==> src/rtl/imm_encoder.sv <==
// rtl/imm_encoder.sv - two-stage RISC-V immediate encoder with range check and saturating error counter
module imm_encoder (
    input  logic        clk,
    input  logic        reset,
    input  logic        in_valid,
    output logic        in_ready,
    input  logic [2:0]  in_fmt,
    input  logic [31:0] in_base,
    input  logic [31:0] in_imm,
    output logic        out_valid,
    input  logic        out_ready,
    output logic [31:0] out_instr,
    output logic        out_err,
    input  logic        err_clr,
    output logic [15:0] err_count
);
    localparam logic [2:0] F_I = 3'd0, F_SH = 3'd1, F_S = 3'd2, F_B = 3'd3, F_U = 3'd4, F_J = 3'd5;

    logic        s1_valid;
    logic [2:0]  s1_fmt;
    logic [31:0] s1_base;
    logic [31:0] s1_imm;
    logic        s1_adv;
    logic        s2_adv;
    logic        enc_err;
    logic [31:0] enc_mask;
    logic [31:0] enc_field;
    logic [31:0] enc_instr;
    logic        sext11;
    logic        sext12;
    logic        sext20;

    assign s2_adv   = !out_valid || out_ready;
    assign s1_adv   = !s1_valid || s2_adv;
    assign in_ready = s1_adv;

    // Upper bits must be a pure sign extension of the field's top bit.
    assign sext11 = (&s1_imm[31:11]) || !(|s1_imm[31:11]);
    assign sext12 = (&s1_imm[31:12]) || !(|s1_imm[31:12]);
    assign sext20 = (&s1_imm[31:20]) || !(|s1_imm[31:20]);

    always_comb begin
        enc_err   = 1'b0;
        enc_mask  = 32'h0000_0000;
        enc_field = 32'h0000_0000;
        case (s1_fmt)
            F_I: begin
                enc_err   = !sext11;
                enc_mask  = 32'hFFF0_0000;
                enc_field = {s1_imm[11:0], 20'b0};
            end
            F_SH: begin
                enc_err   = |s1_imm[31:5];
                enc_mask  = 32'h01F0_0000;
                enc_field = {7'b0, s1_imm[4:0], 20'b0};
            end
            F_S: begin
                enc_err   = !sext11;
                enc_mask  = 32'hFE00_0F80;
                enc_field = {s1_imm[11:5], 13'b0, s1_imm[4:0], 7'b0};
            end
            F_B: begin
                enc_err   = !sext12 || s1_imm[0];
                enc_mask  = 32'hFE00_0F80;
                enc_field = {s1_imm[12], s1_imm[10:5], 13'b0, s1_imm[4:1], s1_imm[11], 7'b0};
            end
            F_U: begin
                enc_err   = |s1_imm[11:0];
                enc_mask  = 32'hFFFF_F000;
                enc_field = {s1_imm[31:12], 12'b0};
            end
            F_J: begin
                enc_err   = !sext20 || s1_imm[0];
                enc_mask  = 32'hFFFF_F000;
                enc_field = {s1_imm[20], s1_imm[10:1], s1_imm[11], s1_imm[19:12], 12'b0};
            end
            default: begin
                enc_err   = 1'b1;
                enc_mask  = 32'h0000_0000;
                enc_field = 32'h0000_0000;
            end
        endcase
        enc_instr = (s1_base & ~enc_mask) | (enc_err ? 32'h0000_0000 : enc_field);
    end

    always_ff @(posedge clk or posedge reset) begin
        if (reset) begin
            s1_valid  <= 1'b0;
            s1_fmt    <= 3'd0;
            s1_base   <= 32'h0;
            s1_imm    <= 32'h0;
            out_valid <= 1'b0;
            out_instr <= 32'h0;
            out_err   <= 1'b0;
        end else begin
            if (s2_adv) begin
                out_valid <= s1_valid;
                if (s1_valid) begin
                    out_instr <= enc_instr;
                    out_err   <= enc_err;
                end
            end
            if (s1_adv) begin
                s1_valid <= in_valid;
                if (in_valid) begin
                    s1_fmt  <= in_fmt;
                    s1_base <= in_base;
                    s1_imm  <= in_imm;
                end
            end
        end
    end

    always_ff @(posedge clk or posedge reset) begin
        if (reset) begin
            err_count <= 16'h0;
        end else if (err_clr) begin
            err_count <= 16'h0;
        end else if (out_valid && out_ready && out_err && (err_count != 16'hFFFF)) begin
            err_count <= err_count + 16'd1;
        end
    end
endmodule

==> config.mk <==
export PLATFORM = sky130hd
export DESIGN_NAME = imm_encoder
export DESIGN_NICKNAME = d
export VERILOG_FILES = /design/src/rtl/imm_encoder.sv
export SDC_FILE = /design/constraint.sdc
export NUM_CORES = 1
export LEC_CHECK = 0
export CAP_MARGIN = 0
export CORE_MARGIN = 10
export CORE_UTILIZATION = 45
export DETAILED_ROUTE_END_ITERATION = 12
export HOLD_SLACK_MARGIN = 0.03
export MAX_ROUTING_LAYER = met4
export PLACE_DENSITY_LB_ADDON = 0.15
export SYNTH_ARGS = -nofsm -noshare
export SYNTH_HDL_FRONTEND = slang
export SYNTH_SLANG_ARGS = --single-unit
==> constraint.sdc <==
create_clock -name clk -period 9.85 [get_ports clk]
set_clock_uncertainty 0.05 [all_clocks]
set_input_delay 2.955 -clock clk [delete_from_list [all_inputs] [get_ports clk]]
set_output_delay 2.955 -clock clk [all_outputs]
set_load 0.05 [all_outputs]
==> impl.org, run 1 <==
** Timing
- Final total negative setup slack :: 0 ns
- Final number of hold-violating endpoints :: 0
- The worst pin sits at a relative slew slack of 31.7%.
- Setup repair after global routing left no endpoint under its margin.
- The worst path needs 7.44 ns of the cycle, external delays included.
- Pins Over Slew Limit :: 0
- Setup violations remaining at the end of the flow were counted as 0.
- Based on the critical path, the design can be clocked at up to 0.134 GHz.
- The final critical path takes up 75.5% of the cycle.
- The tightest hold path in the finished design has a slack of 0.411 ns.
- Slew at the pin closest to its max-slew limit :: 1.02 ns

** Global routing
- Overall track demand over capacity in global routing :: 17.4%
- The via count of the first global-routing pass was 4,309.
- The initial antenna violation count came to 0.
- Wire length of the first global-routing pass :: 22.6 mm
- Maximum number of pins on one net before global-route repair :: 85
- After global routing the overflow that remains totals 0.

** Synthesis
- For this run, the register share of the synthesized area comes to 53.2%.
- Post-synthesis instance total :: 488
- Library cell with the largest summed area after synthesis :: sky130_fd_sc_hd__dfrtp_1
- By count the netlist is led by sky130_fd_sc_hd__dfrtp_1 (118), sky130_fd_sc_hd__mux2_2 (72), sky130_fd_sc_hd__nand2_1 (37), sky130_fd_sc_hd__a21oi_1 (33), sky130_fd_sc_hd__nor2_1 (31).
- Area share of the largest cell type after synthesis :: 53.2%
- Yosys printed 0 warnings.
- Area of the mapped netlist :: 0.00555 mm2
- Leading cell type by number of instances after synthesis :: sky130_fd_sc_hd__dfrtp_1
- FF+latch count, synth :: 118
- The most used flip-flop cell after synthesis is sky130_fd_sc_hd__dfrtp_1.
- Counting flops with a built-in enable in the synthesized netlist gives 0.
- Counting flops with an async set or reset pin after synthesis yields a share of 100%.
- Avg Inst Size Synth :: 11.4 um2
- In the post-synthesis netlist, the biggest area contributors are sky130_fd_sc_hd__dfrtp_1 (53%), sky130_fd_sc_hd__mux2_2 (15%), sky130_fd_sc_hd__a21oi_1 (3.0%), sky130_fd_sc_hd__and3_1 (2.7%), sky130_fd_sc_hd__nand2_1 (2.5%).
- Number of distinct standard cells referenced by the synthesized netlist :: 50
- Number of nets in the synthesized netlist :: 561

** Cells and area
- From synthesis to final layout, the design area changed by 32.9%.
- The finished cells cover 0.00738 mm2.
- 0 antenna diodes ended up in the layout.
- Non-filler cells in the finished layout :: 783
- At the end of the flow, the number of nets in the layout was 676.
- Cells with a size suffix above 1 make up 18.9% of the layout.

** Floorplanning
- Y dimension of the die :: 131 um
- In this run the horizontal extent of the chip is 131 um.
- Area enclosed by the die boundary :: 0.0172 mm2
- Starting utilization of the core area :: 46.0%
- Core area :: 0.0121 mm2
- I/O pins :: 123
- After floorplanning, the core was divided into 40 placement rows.

** Run status
- The run finished with clean final reports.

** Critical path
- Data arrives at the worst endpoint at 4.43 ns.
- The worst setup path is of the in2out kind.
- STA classifies the critical path endpoint as a primary output.
- Data on the critical path is required at its endpoint by 6.85 ns.
- Kind of start point of the critical path :: primary input
- Largest driver fanout on the critical path :: 3

** Clocking
- Count of hold-fix buffers inserted at cts :: 0
- Post-cts sizing count :: 0
- Post-CTS setup repair buffer count :: 0
- Clock tree from TritonCTS :: built
- After clock tree synthesis, the clock-pin slew on the worst setup and hold paths is 0.05 ns.
- Clock latency reported for the late side of the worst-skew pair :: 0.41 ns
- The root buffer cell chosen for the clock tree is sky130_fd_sc_hd__clkbuf_16.
- # H-tree levels :: 4
- In this run, CTS created clock tree buffers numbering 17.
- No sink is reached through more buffers than the 2 on the longest clock path.
- Clock tree sinks :: 118

** Routing
- Vias after detailed routing :: 4,275
- The count of nets left with antenna violations once routing finished came out at 0.
- Wire per inst :: 17.9 um
- Violation count after the first detailed-routing iteration :: 307
- Before antenna repair, the detailed router went through 4 iterations.
- Detail-routed via count per cell :: 5.46
- For this run, design rule violations remaining after detail routing come to 0.
- Final WL :: 14.0 mm

** Power
- In this run the static leakage power is 3.06 nW.
- Power comes to 1.60 mW.
- Dividing total power by cell area gives a power density of 217 mW/mm2.
- Peak supply drop :: 0.000120 V

** Place
- Final RePlAce weighted congestion :: 0.836
- DP Area :: 0.00687 mm2
- The count of buffers added on input and output ports is 122.
- Hpwl dp :: 10.1 mm
- Cell count after placement :: 752

** Worst hold path
- The tightest min-delay check is of the reg2reg type.

** Run
- The tool flagged a number of max-cap violations equal to 0.
-- worst max-delay path: stages --
cell,delay (ns)
sky130_fd_sc_hd__clkdlybuf4s50_1,0.48
sky130_fd_sc_hd__nand3b_1,0.17
sky130_fd_sc_hd__clkdlybuf4s50_1,0.83
-- through the flow --
step                utilization [%]  setup slack, ns
floorplan                         -             3.40
global placement               57.0             2.43
detailed placement             57.0             2.41
CTS                            61.2             2.40
global route                   61.2             2.39
finish                         61.2             2.41
-- path summary, 6_finish.rpt --
| check | startpoint | to | slack [ns] | cells past startpoint |
|---|---|---|---|---|
| worst max-delay path | out_ready | in_ready | 2.41 | 3 |
| worst min-delay path | s1_base[1] | out_instr[1] | 0.41 | 2 |
| worst max register to register | s1_fmt[2] | out_instr[18] | 6.89 | 6 |
| worst min register to register | s1_base[1] | out_instr[1] | 0.41 | 2 |
| max in group asynchronous | reset | s1_imm[28] | 5.51 | 3 |
| min in group asynchronous | reset | err_count[14] | 2.86 | 2 |
-- per-layer routing --
metal  global-route usage (%)  vias up  wire [um]
met5                        -        -          0
met4                     7.46        0        256
met3                     4.99       21        828
met2                     26.0      138       6690
met1                     21.8     2095       6220
li1                         -     2021          -
-- area by class of cell --
class	instances	area, um2
timing repair buffer	127	1260
clock inverter	5	25.0
sequential	118	2950
clock buffer	26	479
multi-input combinational	338	2450
fill	1023	4680
tap	168	210
inverter	1	6.26
-- logic make-up (layout without fill, tap and decap cells) --
group	count (synthesis)	count (layout)	synth area share (%)
AOI/OAI and AO/OA	87	87	10.6
xor gates and xnor gates	14	14	2.21
adders and majority gates	1	1	0.225
buffers and inverters	32	159	2.77
DFF	118	118	53.2
muxes	75	75	15.1
and+or+nand+nor	161	161	15.8
-- layout by cell type (no fill, tap or decap), drive strengths merged, types with 5 or more instances in the layout --
master	Yosys	final
a21oi	34	34
a22oi	7	7
and3	24	24
buf	13	5
clkbuf	18	26
clkdlybuf4s50	0	122
clkinv	0	5
dfrtp	118	118
mux2	72	72
nand2	37	37
nand2b	8	8
nand3	6	6
nand4	23	23
nor2	31	31
nor2b	9	9
nor4	8	8
o21ai	18	18
o41ai	11	11
xor2	10	10
-- flip-flops by register name, summed over array words and instances, names as in the netlist --
name	cells
err_count	16
s1_fmt	3
out_err	1
s1_valid	1
out_valid	1
s1_imm	32
out_instr	32
s1_base	32
-- power breakdown --
| group | switching [mW] | total, mW | internal (mW) | leakage [nW] |
|---|---|---|---|---|
| Clock | 0.194 | 0.524 | 0.330 | 0.252 |
| Combinational | 0.265 | 0.443 | 0.178 | 1.37 |
| Sequential | 0.0675 | 0.631 | 0.564 | 1.44 |
Note: power is estimated with default switching activity, not from simulation.
==> run 2, diff against run 1 <==
clock period = 7.55 ns   (was 9.85 ns; I/O delays follow)
==> impl.org, run 2 (same netlist as run 1, synthesis figures left out) <==
** Floorplanning
- Starting utilization of the core area :: 46.0% (unchanged)
- The die width was 131 um (unchanged).
- I/O pins :: 123 (unchanged)
- Area enclosed by the die boundary :: 0.0172 mm2 (unchanged)
- Std-Cell Rows :: 40 (unchanged)
- Y dimension of the die :: 131 um (unchanged)
- The core outline area was 0.0121 mm2 (unchanged).

** Timing
- Maximum operating frequency :: 0.165 GHz
- The slew at the pin closest to its max-slew limit is 1.07 ns (was 1.02 ns).
- The final-report setup violation count is 0 (unchanged).
- The setup TNS is 0 ns (unchanged).
- Setup repair after global routing missed its margin :: false (unchanged)
- Final setup margin :: 1.49 ns (was 2.41 ns)
- Clock period minus final worst setup slack :: 6.06 ns
- The final hold violation count is 0 (unchanged).
- Slew margin rel. :: 28.7% (was 31.7%)
- The number of max-slew violations in the final report is 0 (unchanged).
- The hold slack is 0.405 ns (was 0.411 ns).
- Dividing the final minimum period by the clock period gives 80.2%.

** Global routing
- Maximum number of pins on one net before global-route repair :: 87 (was 85)
- The total global routing overflow is 0 (unchanged).
- The aggregate global-route resource usage is 17.4% (about the same).
- The global-route wire length before repair was 22.7 mm (was 22.6 mm).
- Vias in the first global route :: 4,408 (was 4,309)
- Antenna violations before repair :: 0 (unchanged)

** Cells and area
- Net count of the finished layout :: 676 (unchanged)
- Register area :: 0.00295 mm2 (unchanged)
- Antenna cell count :: 0 (unchanged)
- Most common cell after layout, fill and taps aside :: sky130_fd_sc_hd__clkdlybuf4s50_1 (unchanged)
- Area Growth Syn to Fin :: 35.5% (was 32.9%)
- Leading cell types in the layout, fill and taps excluded :: sky130_fd_sc_hd__clkdlybuf4s50_1 (122), sky130_fd_sc_hd__dfrtp_1 (118), sky130_fd_sc_hd__mux2_2 (72) (unchanged)
- Area taken by multi-input logic gates :: 0.00245 mm2 (unchanged)
- Filler cell count in the final layout :: 1,005 (was 1,023)
- Utilization of the core after routing :: 62.3% (was 61.2%)
- The ratio of cells with drive above 1 in the final layout was 19.8% (was 18.9%).
- Biggest regs :: out_instr x32, s1_base x32, s1_imm x32 (unchanged)
- Non-filler cells in the finished layout :: 784 (was 783)
- The final design area excluding fillers was 0.00752 mm2 (was 0.00738 mm2).

** Power
- The total power divided by cell area was 302 mW/mm2 (was 217 mW/mm2).
- The leakage power summed over all cells is 3.13 nW (was 3.06 nW).
- The highest ir drop seen on vdd is 0.000164 V (was 0.000120 V).
- Design Power :: 2.27 mW (was 1.60 mW)

** Routing
- The number of antenna-violating nets in the routed design came to 0 (unchanged).
- First-pass iteration count of the detailed router :: 5 (was 4)
- The detailed router's first-iteration violation count is 318 (was 307).
- Number of remaining DRC errors :: 0 (unchanged)
- Detail-routed via count per cell :: 5.49 (was 5.46)
- The final routed wirelength across all metal layers is 14.2 mm (was 14.0 mm).
- Vias after detailed routing :: 4,305 (was 4,275)
- Wire per inst :: 18.1 um (was 17.9 um)

** Run
- Number of max-capacitance violations reported :: 0 (unchanged)

** Clocking
- Count of hold-fix buffers inserted at cts :: 0 (unchanged)
- Clock latency reported for the late side of the worst-skew pair :: 0.42 ns (was 0.41 ns)
- The clock root buffer is sky130_fd_sc_hd__clkbuf_16 (unchanged).
- Clock tree sinks :: 118 (unchanged)
- Clock tree from TritonCTS :: built (unchanged)
- The clock transition at the register clock pins on the worst setup and hold paths after CTS was 0.05 ns (about the same).
- Post-CTS setup repair buffer count :: 0 (unchanged)
- Post-cts sizing count :: 0 (unchanged)
- The total clock buffers created by CTS came to 17 (unchanged).
- The maximum root-to-sink buffer count was 2 (unchanged).
- # H-tree levels :: 4 (unchanged)

** Place
- Hpwl dp :: 10.0 mm (was 10.1 mm)
- Number of buffer cells added on primary ports :: 122 (unchanged)
- DP Area :: 0.00687 mm2 (unchanged)
- Cell count after placement :: 752 (unchanged)
- The worst slack at placement was 1.49 ns (was 2.41 ns).
- The routability congestion estimate from global placement is 0.830 (was 0.836).

** Critical path
- Largest driver fanout on the critical path :: 3 (unchanged)
- Register-to-Register Path Depth :: 6 (unchanged)
- Kind of start point of the critical path :: primary input (unchanged)
- Data arrival at the endpoint of the critical path :: 3.74 ns (was 4.43 ns)
- Worst setup path class :: in2out (unchanged)
- Worst Path Required :: 5.24 ns (was 6.85 ns)
- The endpoint type of the worst setup path is a primary output (unchanged).

** Worst hold path
- The class of the most critical hold timing path is reg2reg (unchanged).
- Hold Crit Depth :: 2 (unchanged)

** Run status
- Outcome: complete, no violations (unchanged).
-- run 2: cell types whose count changed in the layout (fill, tap and decap cells not counted), sizes merged --
cell and change:
bufinv +4, clkinvlp +1, clkbuf -2, clkinv -2
-- run 2: critical path, stage by stage --
cell and delay [ns]:
sky130_fd_sc_hd__clkdlybuf4s50_1 0.48, sky130_fd_sc_hd__nand3b_1 0.17, sky130_fd_sc_hd__clkdlybuf4s50_1 0.83
-- run 2: layout make-up --
cell class | instances | share of cell area (%)
clock buffers | 24 | 6.67
clock inverters | 8 | 1.90
inverters | 1 | 0.0832
multi-input cells | 338 | 32.5
flip-flops and latches | 118 | 39.3
well taps | 168 | 2.80
repair buffers | 127 | 16.7
-- run 2: final timing paths --
path | to | startpoint | slack, ns
max reg2reg | out_instr[15] | s1_fmt[2] | 4.57
min | out_instr[0] | s1_base[0] | 0.41
min reg2reg | out_instr[0] | s1_base[0] | 0.41
min in group asynchronous | s1_base[22] | reset | 2.41
max | in_ready | out_ready | 1.49
max in group asynchronous | out_instr[20] | reset | 4.01
-- run 2: report_power, final --
part	switching, mW	internal (mW)	total (mW)
sequential	0.0913	0.735	0.827
clock	0.269	0.594	0.863
combinational	0.346	0.232	0.578
-- run 2: layer usage --
metal,share of wire (%),track usage (%)
met4,1.0,5.30
met3,6.0,5.31
met5,0,-
met2,47,26.5
met1,46,21.9
==> run 3, diff against run 2 <==
clock period = 4.9 ns   (was 7.55 ns; I/O delays follow)
==> impl.org, run 3 (same netlist as run 1, synthesis figures left out) <==
** Cells and area
- Area Growth Syn to Fin :: 33.9% (was 35.5%)
- Register area :: 0.00295 mm2 (unchanged)
- Antenna cell count :: 0 (unchanged)
- The leading cell type in the layout, fill and taps excluded was sky130_fd_sc_hd__clkdlybuf4s50_1 (unchanged).
- Area taken by multi-input logic gates :: 0.00245 mm2 (unchanged)
- Utilization of the core after routing :: 61.6% (was 62.3%)
- Layout cells sized above 1 :: 19.2% (was 19.8%)
- Leading cell types in the layout, fill and taps excluded: sky130_fd_sc_hd__clkdlybuf4s50_1 (122), sky130_fd_sc_hd__dfrtp_1 (118), sky130_fd_sc_hd__mux2_2 (72) (unchanged).
- Biggest regs: out_instr x32, s1_base x32, s1_imm x32 (unchanged).
- Filler cell count in the final layout :: 1,020 (was 1,005)
- The net count reported at finish was 677 (was 676).
- Non-filler cells in the finished layout :: 784 (unchanged)

** Critical path
- CP startpoint :: out_ready (unchanged)
- Worst Path Required :: 3.38 ns (was 5.24 ns)
- The maximum fanout along the worst path was 3 (unchanged).
- The internal reg-to-reg setup slack is 1.91 ns (was 4.57 ns).
- The kind of launch point of the worst setup path is a primary input (unchanged).
- End point of the critical path :: in_ready (unchanged)
- Critical Path Sink Type :: primary output (unchanged)
- Worst setup path class :: in2out (unchanged)
- The endpoint of the lowest-slack register-to-register path is out_instr[13] (was out_instr[15]).
- Register-to-Register Path Depth :: 6 (unchanged)
- The worst reg2reg path startpoint is s1_fmt[2] (unchanged).
- The data arrival time of the critical path came to 2.94 ns (was 3.74 ns).

** Timing
- Pins Over Slew Limit :: 0 (unchanged)
- Setup repair after global routing missed its margin :: false (unchanged)
- Final total negative setup slack :: 0 ns (unchanged)
- Maximum operating frequency :: 0.224 GHz
- Slew at the pin closest to its max-slew limit :: 0.981 ns (was 1.07 ns)
- Final number of hold-violating endpoints :: 0 (unchanged)
- Slew margin rel. :: 34.6% (was 28.7%)
- Setup violators final :: 0 (unchanged)
- Subtracting the final worst setup slack from the clock period gives 4.46 ns.
- In the finished design, the share of the clock period the worst path needs comes to 91.0%.

** Clocking
- Post-cts sizing count :: 0 (unchanged)
- Post-CTS setup repair buffer count :: 0 (unchanged)
- Clock latency reported for the late side of the worst-skew pair :: 0.41 ns (was 0.42 ns)
- The clock net sink count is 118 (unchanged).
- The clock transition at the register clock pins on the worst setup and hold paths after CTS is 0.05 ns (about the same).
- The maximum root-to-sink buffer count is 2 (unchanged).
- The deepest level of the CTS H-tree came to 4 (unchanged).
- Count of hold-fix buffers inserted at cts :: 0 (unchanged)
- The clock root buffer is sky130_fd_sc_hd__clkbuf_16 (unchanged).
- Clock tree from TritonCTS :: built (unchanged)
- The total clock buffers created by CTS is 17 (unchanged).

** Routing
- The number of antenna-violating nets in the routed design came to 0 (unchanged).
- Final WL :: 14.3 mm (was 14.2 mm)
- The total vias in the final route was 4,308 (was 4,305).
- Violation count after the first detailed-routing iteration :: 254 (was 318)
- The routed length per placed instance is 18.3 um (was 18.1 um).
- The routed via count divided by cell count came to 5.49 (about the same).
- First-pass iteration count of the detailed router :: 4 (was 5)
- The number of remaining DRC errors is 0 (unchanged).

** Place
- The final HPWL from detailed placement was 10.4 mm (was 10.0 mm).
- Number of buffer cells added on primary ports :: 122 (unchanged)
- The routability congestion estimate from global placement came to 0.831 (was 0.830).
- The cell count after placement came to 753 (was 752).

** Worst hold path
- Hold Path Origin :: s1_base[2] (was s1_base[0])
- Worst min-delay path class :: reg2reg (unchanged)

** Global routing
- The global-route wire length before repair was 23.1 mm (was 22.7 mm).
- The aggregate global-route resource usage is 17.9% (was 17.4%).
- Vias in the first global route :: 4,468 (was 4,408)
- Maximum number of pins on one net before global-route repair :: 74 (was 87)
- Global route total overflow :: 0 (unchanged)
- The initial antenna violation count came to 0 (unchanged).

** Floorplanning
- The die footprint was 0.0172 mm2 (unchanged).
- Core area :: 0.0121 mm2 (unchanged)
- Horizontal die dimension :: 131 um (unchanged)
- Std-Cell Rows :: 40 (unchanged)
- The boundary pin count is 123 (unchanged).
- Starting utilization of the core area :: 46.0% (unchanged)
- Y dimension of the die :: 131 um (unchanged)

** Power
- The leakage power summed over all cells was 3.08 nW (was 3.13 nW).
- Power density cells :: 439 mW/mm2 (was 302 mW/mm2)
- The highest ir drop seen on vdd is 0.000290 V (was 0.000164 V).

** Run
- Number of max-capacitance violations reported :: 0 (unchanged)

** Run status
- Outcome: complete, no violations (unchanged).
-- run 3: cell types whose count changed in the layout (fill, tap and decap cells not counted), sizes merged --
cell | previous run | this run
bufinv | 4 | 0
buf | 5 | 6
clkinv | 3 | 4
clkbuf | 24 | 27
clkinvlp | 1 | 0
-- run 3: per-layer routing --
| metal | track usage [%] | vias to the layer above | routed length [um] |
|---|---|---|---|
| met5 | - | - | 0 |
| met4 | 5.82 | 0 | 172 |
| met3 | 5.19 | 13 | 760 |
| met2 | 27.9 | 114 | 6900 |
| met1 | 21.9 | 2167 | 6500 |
| li1 | - | 2014 | - |
-- run 3: worst min path at each step --
stage	to	slack (ns)	cells after the start
floorplan	out_instr[0]	0.38	2
global placement	out_instr[4]	0.39	2
detailed placement	out_instr[2]	0.40	2
CTS	out_instr[2]	0.41	2
global route	out_instr[1]	0.45	2
finish	out_instr[2]	0.41	2
-- run 3: worst max-delay path, cell delays in order --
cell and delay, ns:
sky130_fd_sc_hd__clkdlybuf4s50_1 0.48, sky130_fd_sc_hd__nand3b_1 0.16, sky130_fd_sc_hd__clkdlybuf4s50_1 0.82
-- run 3: power breakdown --
part	internal, mW	switching, mW	leakage (nW)
clock network	0.692	0.402	0.261
logic	0.361	0.537	1.38
registers	1.13	0.135	1.44
total	2.19	1.07	3.08
-- run 3: final cells by class --
type | count | share of cell area, %
sequential | 118 | 39.7
multi-input combinational | 338 | 32.9
timing repair buffer | 128 | 17.4
clock buffer | 27 | 6.77
tap | 168 | 2.83
clock inverter | 4 | 0.269
inverter | 1 | 0.0842
-- run 3: through the flow --
stage | cell area, um2 | hold slack [ns] | setup slack [ns] | total power, mW
after floorplan | 5550 | 0.383 | 0.251 | 1.86
final | 7430 | 0.409 | 0.439 | 3.26
after detailed placement | 6910 | 0.404 | 0.427 | 2.19
after CTS | 7430 | 0.414 | 0.423 | 3.30
after global routing | 7430 | 0.446 | 0.389 | 3.41
after global placement | 6910 | 0.392 | 0.447 | 2.17
